==> src/rtl/sound_pkg.sv <==
// Shared constants for the sound subsystem: frame-step action masks and
// the default clock rates that set the frame divider.
package sound_pkg;

    localparam int CPU_HZ   = 4194304;
    localparam int FRAME_HZ = 512;

    // Bit n set means the strobe fires when frame step n executes
    localparam logic [7:0] LEN_STEPS   = 8'b0101_0101;
    localparam logic [7:0] SWEEP_STEPS = 8'b0100_0100;
    localparam logic [7:0] ENV_STEPS   = 8'b1000_0000;

endpackage

==> src/rtl/sound_tick_div.sv <==
// Modulo-N counter with synchronous clear, enable, a registered wrap strobe
// and combinational last-count / upper-half flags.
module sound_tick_div #(
    parameter int N = 2
) (
    input  logic clk,
    input  logic rst,
    input  logic i_clr,
    input  logic i_en,
    output logic o_last,
    output logic o_upper,
    output logic o_tick
);

    localparam int W = (N > 1) ? $clog2(N) : 1;

    logic [W-1:0] r_cnt;
    logic         r_tick;

    assign o_last  = (r_cnt == W'(N - 1));
    assign o_upper = (r_cnt >= W'(N / 2));
    assign o_tick  = r_tick;

    always_ff @(posedge clk) begin
        if (rst || i_clr) begin
            r_cnt  <= '0;
            r_tick <= 1'b0;
        end else if (i_en) begin
            r_cnt  <= o_last ? '0 : r_cnt + W'(1);
            r_tick <= o_last;
        end else begin
            r_tick <= 1'b0;
        end
    end

endmodule

==> src/rtl/sound_frame_seq.sv <==
// APU timebase: divides the CPU clock into the 512 Hz frame step and the
// per-step length/sweep/envelope enables plus the frequency-divider tick.
module sound_frame_seq
    import sound_pkg::*;
#(
    parameter int FRAME_DIV = CPU_HZ / FRAME_HZ,
    parameter int FREQ_DIV  = 2
) (
    input  logic       clk,
    input  logic       rst,
    input  logic       apu_on,
    input  logic       div_reset,
    output logic       tick_freq_div,
    output logic       tick_length,
    output logic       tick_sweep,
    output logic       tick_vol_env,
    output logic       frame_tick,
    output logic [2:0] step
);

    logic w_pre_last;
    logic w_pre_upper;
    logic w_pre_tick;
    logic w_fq_last;
    logic w_fq_upper;
    logic w_fq_tick;
    logic w_frame;
    logic w_unused;

    logic [2:0] r_step;
    logic       r_frame;
    logic       r_len;
    logic       r_sweep;
    logic       r_env;

    // A DIV write zeroes the prescaler; the frame rule only needs its old value
    sound_tick_div #(.N(FRAME_DIV)) u_pre (
        .clk     (clk),
        .rst     (rst),
        .i_clr   (!apu_on || div_reset),
        .i_en    (apu_on),
        .o_last  (w_pre_last),
        .o_upper (w_pre_upper),
        .o_tick  (w_pre_tick)
    );

    sound_tick_div #(.N(FREQ_DIV)) u_fq (
        .clk     (clk),
        .rst     (rst),
        .i_clr   (!apu_on),
        .i_en    (apu_on),
        .o_last  (w_fq_last),
        .o_upper (w_fq_upper),
        .o_tick  (w_fq_tick)
    );

    assign w_unused = ^{w_pre_tick, w_fq_last, w_fq_upper};

    // Natural wrap and a DIV write on the falling 512 Hz edge merge into one event
    assign w_frame = w_pre_last || (div_reset && w_pre_upper);

    always_ff @(posedge clk) begin
        if (rst || !apu_on) begin
            r_step  <= 3'd0;
            r_frame <= 1'b0;
            r_len   <= 1'b0;
            r_sweep <= 1'b0;
            r_env   <= 1'b0;
        end else begin
            r_frame <= w_frame;
            r_len   <= w_frame && LEN_STEPS[r_step];
            r_sweep <= w_frame && SWEEP_STEPS[r_step];
            r_env   <= w_frame && ENV_STEPS[r_step];
            if (w_frame) begin
                r_step <= r_step + 3'd1;
            end
        end
    end

    assign tick_freq_div = w_fq_tick;
    assign tick_length   = r_len;
    assign tick_sweep    = r_sweep;
    assign tick_vol_env  = r_env;
    assign frame_tick    = r_frame;
    assign step          = r_step;

endmodule

==> config.mk <==
export PLATFORM = sky130hd
export DESIGN_NAME = sound_frame_seq
export DESIGN_NICKNAME = d
export VERILOG_FILES = /design/src/rtl/sound_pkg.sv /design/src/rtl/sound_tick_div.sv /design/src/rtl/sound_frame_seq.sv
export SDC_FILE = /design/constraint.sdc
export NUM_CORES = 1
export LEC_CHECK = 0
export CORE_MARGIN = 3
export CORE_UTILIZATION = 45
export CTS_CLUSTER_DIAMETER = 60
export DETAILED_ROUTE_END_ITERATION = 12
export PLACE_DENSITY = 0.72
export SLEW_MARGIN = 25
export SYNTH_ARGS = -nofsm -noshare
export SYNTH_HDL_FRONTEND = slang
export SYNTH_HIERARCHICAL = 1
export SYNTH_SLANG_ARGS = --single-unit
==> constraint.sdc <==
create_clock -name clk -period 2.3 [get_ports clk]
set_input_delay 0.345 -clock clk [delete_from_list [all_inputs] [get_ports clk]]
set_output_delay 0.345 -clock clk [all_outputs]
set_load 0.03 [all_outputs]
==> results.cfg, run 1 <==
[routing]
drt-pass1-iter-count = 4
final_antenna_net_count = 0
routed_wire_length_per_instance_um = 11.8
post_drt_via_cell_ratio = 5.02
wirelength_mm = 1.86
route.vias.total = 793
drc_errors = 0
initialDrtViolationCount = 25

[final_layout]
nFillCells = 208
multi_input_logic_area_sq_um = 532
post_route_cells_drive_above_1_share_pct = 10.8
final_common_cell = sky130_fd_sc_hd__dfxtp_1
area_growth_syn_to_layout_pct = 16.1
seqCellArea_sq_um = 500
layout.cells.most_common_list = sky130_fd_sc_hd__dfxtp_1, sky130_fd_sc_hd__nor2_1, sky130_fd_sc_hd__xnor2_1, sky130_fd_sc_hd__clkdlybuf4s50_1, sky130_fd_sc_hd__nand2_1
finish.utilization_pct = 55.6
num-nets-final = 138
antenna-diode-count = 0

[cts]
clock_latency_ns = 0.32
cts_buffer_depth = 2
ctsHoldBuffers = 0
cts.reportedPaths.clkPinSlew_ns = 0.14
tritoncts_num_sinks = 25
htree_levels = 1
cts_root_buffer = sky130_fd_sc_hd__clkbuf_4
cts.repair.resized = 0
cts_inserted_buffers = 3
buffers_inserted_during_post_cts_setup_optimization = 0
tritoncts = built

[setup_path]
startpoint = u_pre/r_cnt[8]
setup.worst_path.end_class = flop
path_class = flop to flop
critical_path.cell_chain = and3_1 > nand3_1 > nor3_1 > a21oi_2 > or4_4 > a22oi_1
cp.buffers_inverters = 0
max_stage_delay_ns = 0.43
critPathLaunchType = flop
r2r-start = u_pre/r_cnt[8]
timing.critical_path.max_delay_family = simple AND/OR/NAND/NOR gates
critical_path_required_time_ns = 2.55
crit_arrival_ns = 2.16
crit_path_top_delay_cell = sky130_fd_sc_hd__or4_4
critPathMaxFanout = 7

[sta]
rsz0062_at_grt = no
max_freq_ghz = 0.524
final_setup_tns_ns = 0
finalClockSkew_ns = 0.0102
report.final.slew_viol_count = 0
worstMarginPinSlew_ns = 0.482
timing.slew.headroom_pct = 67.8
worst_slack_ns = 0.392
period_share_pct = 83.0
fin_crit_ns = 1.91
final-setup-viol-count = 0
timing.final.hold_violations = 0

[synth]
post_synth_inst_count = 115
post_synthesis_cell_area_sq_um = 1070
per_instance_average_area_after_synthesis_sq_um = 9.30
ys.warnings.count = 6
synth_fp_nets = 122

[hold_path]
min-delay-path-class = flop to flop
worstHoldStart = u_fq/o_last

[global_route]
globalRouteTotalUtil_pct = 13.8
grt_start_max_net_pins = 15
globalRoute.totalOverflow = 0
grt_pass1_wl_mm = 2.93
antenna_found_initial = 0
number_of_global_route_vias_before_repair = 704

[die]
core-area_sq_um = 2230
placementRows = 17
die_h_um = 54.8
chip_width_um = 54.8
die-area_sq_um = 3000
start_util_pct = 47.9
io_pins = 12

[place]
buffer_ports.inserted = 11
routabilityCongestion = 0.830
place_ws_ns = 0.295
detailedPlacementHpwl_mm = 1.35

[power]
vdd_drop_max_mv = 0.266
internal_power_mw = 0.512
pwr_density_cell_nw_per_um2 = 528
sequentialPowerShare_pct = 66.6
power.switching_mw = 0.144
sw_frac_of_total_pct = 21.9
leakage_nw = 0.440
combinational_fraction_of_design_power_pct = 3.9
clockPowerShare_pct = 29.5
finalPower_mw = 0.655

[outcome]
outcome = completed

[job]
timing.max_cap.violations = 0
## path summary, 6_finish.rpt
path / cells after the start / slack [ns] / to
worst max register to register: 6 / 0.39 / flop
worst min-delay path: 2 / 0.47 / u_fq/o_tick
worst max-delay path: 6 / 0.39 / flop
worst min register to register: 2 / 0.47 / u_fq/o_tick
## metrics by stage
stage	instance area [sq um]	std cells	hold WS [ns]
after global routing	1240	158	0.487
after floorplan	1070	115	0.416
after global placement	1210	154	0.434
final	1240	158	0.473
after CTS	1240	158	0.474
after detailed placement	1210	154	0.440
## power by group through the flow
| stage | clock [mW] | sequential, mW | combinational, mW |
|---|---|---|---|
| detailed placement | 0 | 0.446 | 0.0259 |
| global route | 0.222 | 0.437 | 0.0286 |
| finish | 0.193 | 0.436 | 0.0258 |
| floorplan | 0 | 0.446 | 0.0133 |
| CTS | 0.202 | 0.437 | 0.0261 |
| global placement | 0 | 0.446 | 0.0256 |
## layer usage
| layer | up-vias | share of wire (%) | track usage (%) | wire [um] |
|---|---|---|---|---|
| li1 | 414 | - | - | - |
| met1 | 367 | 50 | 17.9 | 931 |
| met2 | 8 | 46 | 20.1 | 848 |
| met3 | 4 | 2.7 | 3.54 | 51 |
| met4 | 0 | 1.5 | 8.30 | 27 |
| met5 | - | 0 | 0 | 0 |
## tightest hold or removal path, stage by stage, from the launching register on
cell and delay (ns):
sky130_fd_sc_hd__dfxtp_1 0.35, sky130_fd_sc_hd__nand2_1 0.06, sky130_fd_sc_hd__nor3_1 0.04
## layout make-up
cell class                      instances  area share, %
Clock inverter                          1          0.403
Timing Repair Buffer                   13           10.1
Inverter                                6           1.81
Clock buffer                            3           1.81
Sequential cell                        25           40.3
Tap cell                               28           2.82
Multi-Input combinational cell         82           42.8
Power figures use the tool's default switching activity.
==> run 2, diff against run 1 <==
Settings changed: PLACE_DENSITY 0.72 to 0.74.
Clock period 2.3 ns to 1.6 ns, I/O delays scaled along.
==> run 2 against run 1 <==
  * Critical path type unchanged
  * Final cell count grew 11%
  * Flip-flop and latch count unchanged
  * Non-clock buffer count is 17 higher
  * First-iteration DRC count shrank 44%
  * Worst hold slack worse by 0.0034 ns
  * Fmax is 21% higher
  * Global-route usage is 2.4 points higher
  * Count of clock-buffer cells in the layout is the same
==> results.cfg, run 2 (synthesis gave the netlist of run 1 again) <==
[outcome]
outcome = completed

[sta]
finalClockSkew_ns = 0.00546
final-setup-viol-count = 0
fin_crit_ns = 1.57
final_setup_tns_ns = 0
report.final.slew_viol_count = 0
max_freq_ghz = 0.636
period_share_pct = 98.3
rsz0062_at_grt = yes
timing.slew.headroom_pct = 77.1
timing.final.hold_violations = 0
worstMarginPinSlew_ns = 0.340

[die]
die_h_um = 54.8
placementRows = 17
start_util_pct = 47.9
io_pins = 12
core-area_sq_um = 2230
die-area_sq_um = 3000
chip_width_um = 54.8

[place]
detailedPlacementHpwl_mm = 1.59
buffer_ports.inserted = 11
routabilityCongestion = 0.797

[final_layout]
post_route_cells_drive_above_1_share_pct = 28.6
antenna-diode-count = 0
area_growth_syn_to_layout_pct = 34.5
num-nets-final = 155
final_common_cell = sky130_fd_sc_hd__dfxtp_1
layout.cells.most_common_list = sky130_fd_sc_hd__dfxtp_1, sky130_fd_sc_hd__buf_4, sky130_fd_sc_hd__nor2_1
nFillCells = 178
finish.utilization_pct = 64.4

[power]
vdd_drop_max_mv = 0.475
leakage_nw = 0.643
finalPower_mw = 0.960
pwr_density_cell_nw_per_um2 = 667

[routing]
routed_wire_length_per_instance_um = 12.3
wirelength_mm = 2.15
route.vias.total = 883
drc_errors = 0
initialDrtViolationCount = 14
final_antenna_net_count = 0
post_drt_via_cell_ratio = 5.05
drt-pass1-iter-count = 4

[setup_path]
critPathLaunchType = flop
crit_path_top_delay_cell = sky130_fd_sc_hd__or4_4
startpoint = u_pre/r_cnt[10]
path_class = flop to flop
critPathMaxFanout = 2
setup.worst_path.end_class = flop
crit_arrival_ns = 1.83
critical_path_required_time_ns = 1.86
r2r-start = u_pre/r_cnt[10]
critical_path.cell_chain = and3_4 > nand3_4 > nor3_4 > a21oi_2 > or4_4 > a22oi_2
max_stage_delay_ns = 0.43

[cts]
ctsHoldBuffers = 0
tritoncts = built
cts_buffer_depth = 2
clock_latency_ns = 0.32
cts.reportedPaths.clkPinSlew_ns = 0.14
htree_levels = 1
tritoncts_num_sinks = 25
cts_inserted_buffers = 3
cts_root_buffer = sky130_fd_sc_hd__clkbuf_4

[global_route]
number_of_global_route_vias_before_repair = 868
globalRouteTotalUtil_pct = 16.1
globalRoute.totalOverflow = 0
grt_start_max_net_pins = 16
grt_pass1_wl_mm = 3.46
antenna_found_initial = 0

[hold_path]
min-delay-path-class = flop to flop

[job]
timing.max_cap.violations = 0
run 2: cell types whose count changed in the layout (fill, tap and decap cells not counted), moves of 2 or more:
cell / before / now
sky130_fd_sc_hd__buf_4: 2 / 19
sky130_fd_sc_hd__clkdlybuf4s50_1: 11 / 3
sky130_fd_sc_hd__dlygate4sd2_1: 0 / 3
sky130_fd_sc_hd__dfxtp_2: 0 / 5
sky130_fd_sc_hd__dfxtp_1: 25 / 20
sky130_fd_sc_hd__dlymetal6s2s_1: 0 / 5
sky130_fd_sc_hd__nand3_1: 7 / 5
run 2: final timing paths:
kind / to / slack, ns / cells past startpoint
hold / removal: tick_sweep / 0.47 / 1
setup / recovery: flop / 0.03 / 6
hold reg to reg: tick_sweep / 0.47 / 1
setup reg to reg: flop / 0.03 / 6
run 2: stage by stage:
stage | instance area (sq um) | hold WS, ns | setup WS, ns | std cells
finish | 1440 | 0.469 | 0.0268 | 175
detailed placement | 1360 | 0.441 | -0.130 | 170
CTS | 1380 | 0.474 | 0.000949 | 174
global route | 1440 | 0.487 | -0.0621 | 175
global placement | 1360 | 0.438 | -0.101 | 170
floorplan | 1090 | 0.311 | 0.00585 | 115
run 2: power breakdown:
part | internal, mW | leakage, nW | switching [mW]
Combinational | 0.0253 | 0.425 | 0.0236
Clock | 0.0954 | 0.0139 | 0.189
Sequential | 0.625 | 0.204 | 0.00179
run 2: critical path: cells and delay by family, from the launching register on:
family	cells	cell delay, ns
AO/OA/AOI/OAI	2	0.23
AND/OR/NAND/NOR	4	0.93
flip-flops	1	0.35
run 2: timing repair:
action | in CTS | in global routing
pin swaps | 1 | 3
setup buffers | 0 | 1
endpoints found under the setup margin | 4 | 6
gates resized for setup | 3 | 14
run 2: cell type report:
class,instances,area [sq um],area share (%)
clock inverters,1,7.51,0.522
multi-input cells,82,583,40.5
repair buffers,30,262,18.2
inverters,6,22.5,1.57
well taps,28,35.0,2.43
clock buffers,3,22.5,1.57
flip-flops and latches,25,507,35.2
run 2: per-layer routing:
| layer | vias up | wire (um) | share of wire (%) | track usage [%] |
|---|---|---|---|---|
| met5 | - | 0 | 0 | 0 |
| met4 | 0 | 17 | 0.79 | 8.30 |
| met3 | 2 | 103 | 4.8 | 3.54 |
| met2 | 17 | 1050 | 49 | 26.0 |
| met1 | 414 | 973 | 45 | 19.9 |
| li1 | 450 | - | - | - |
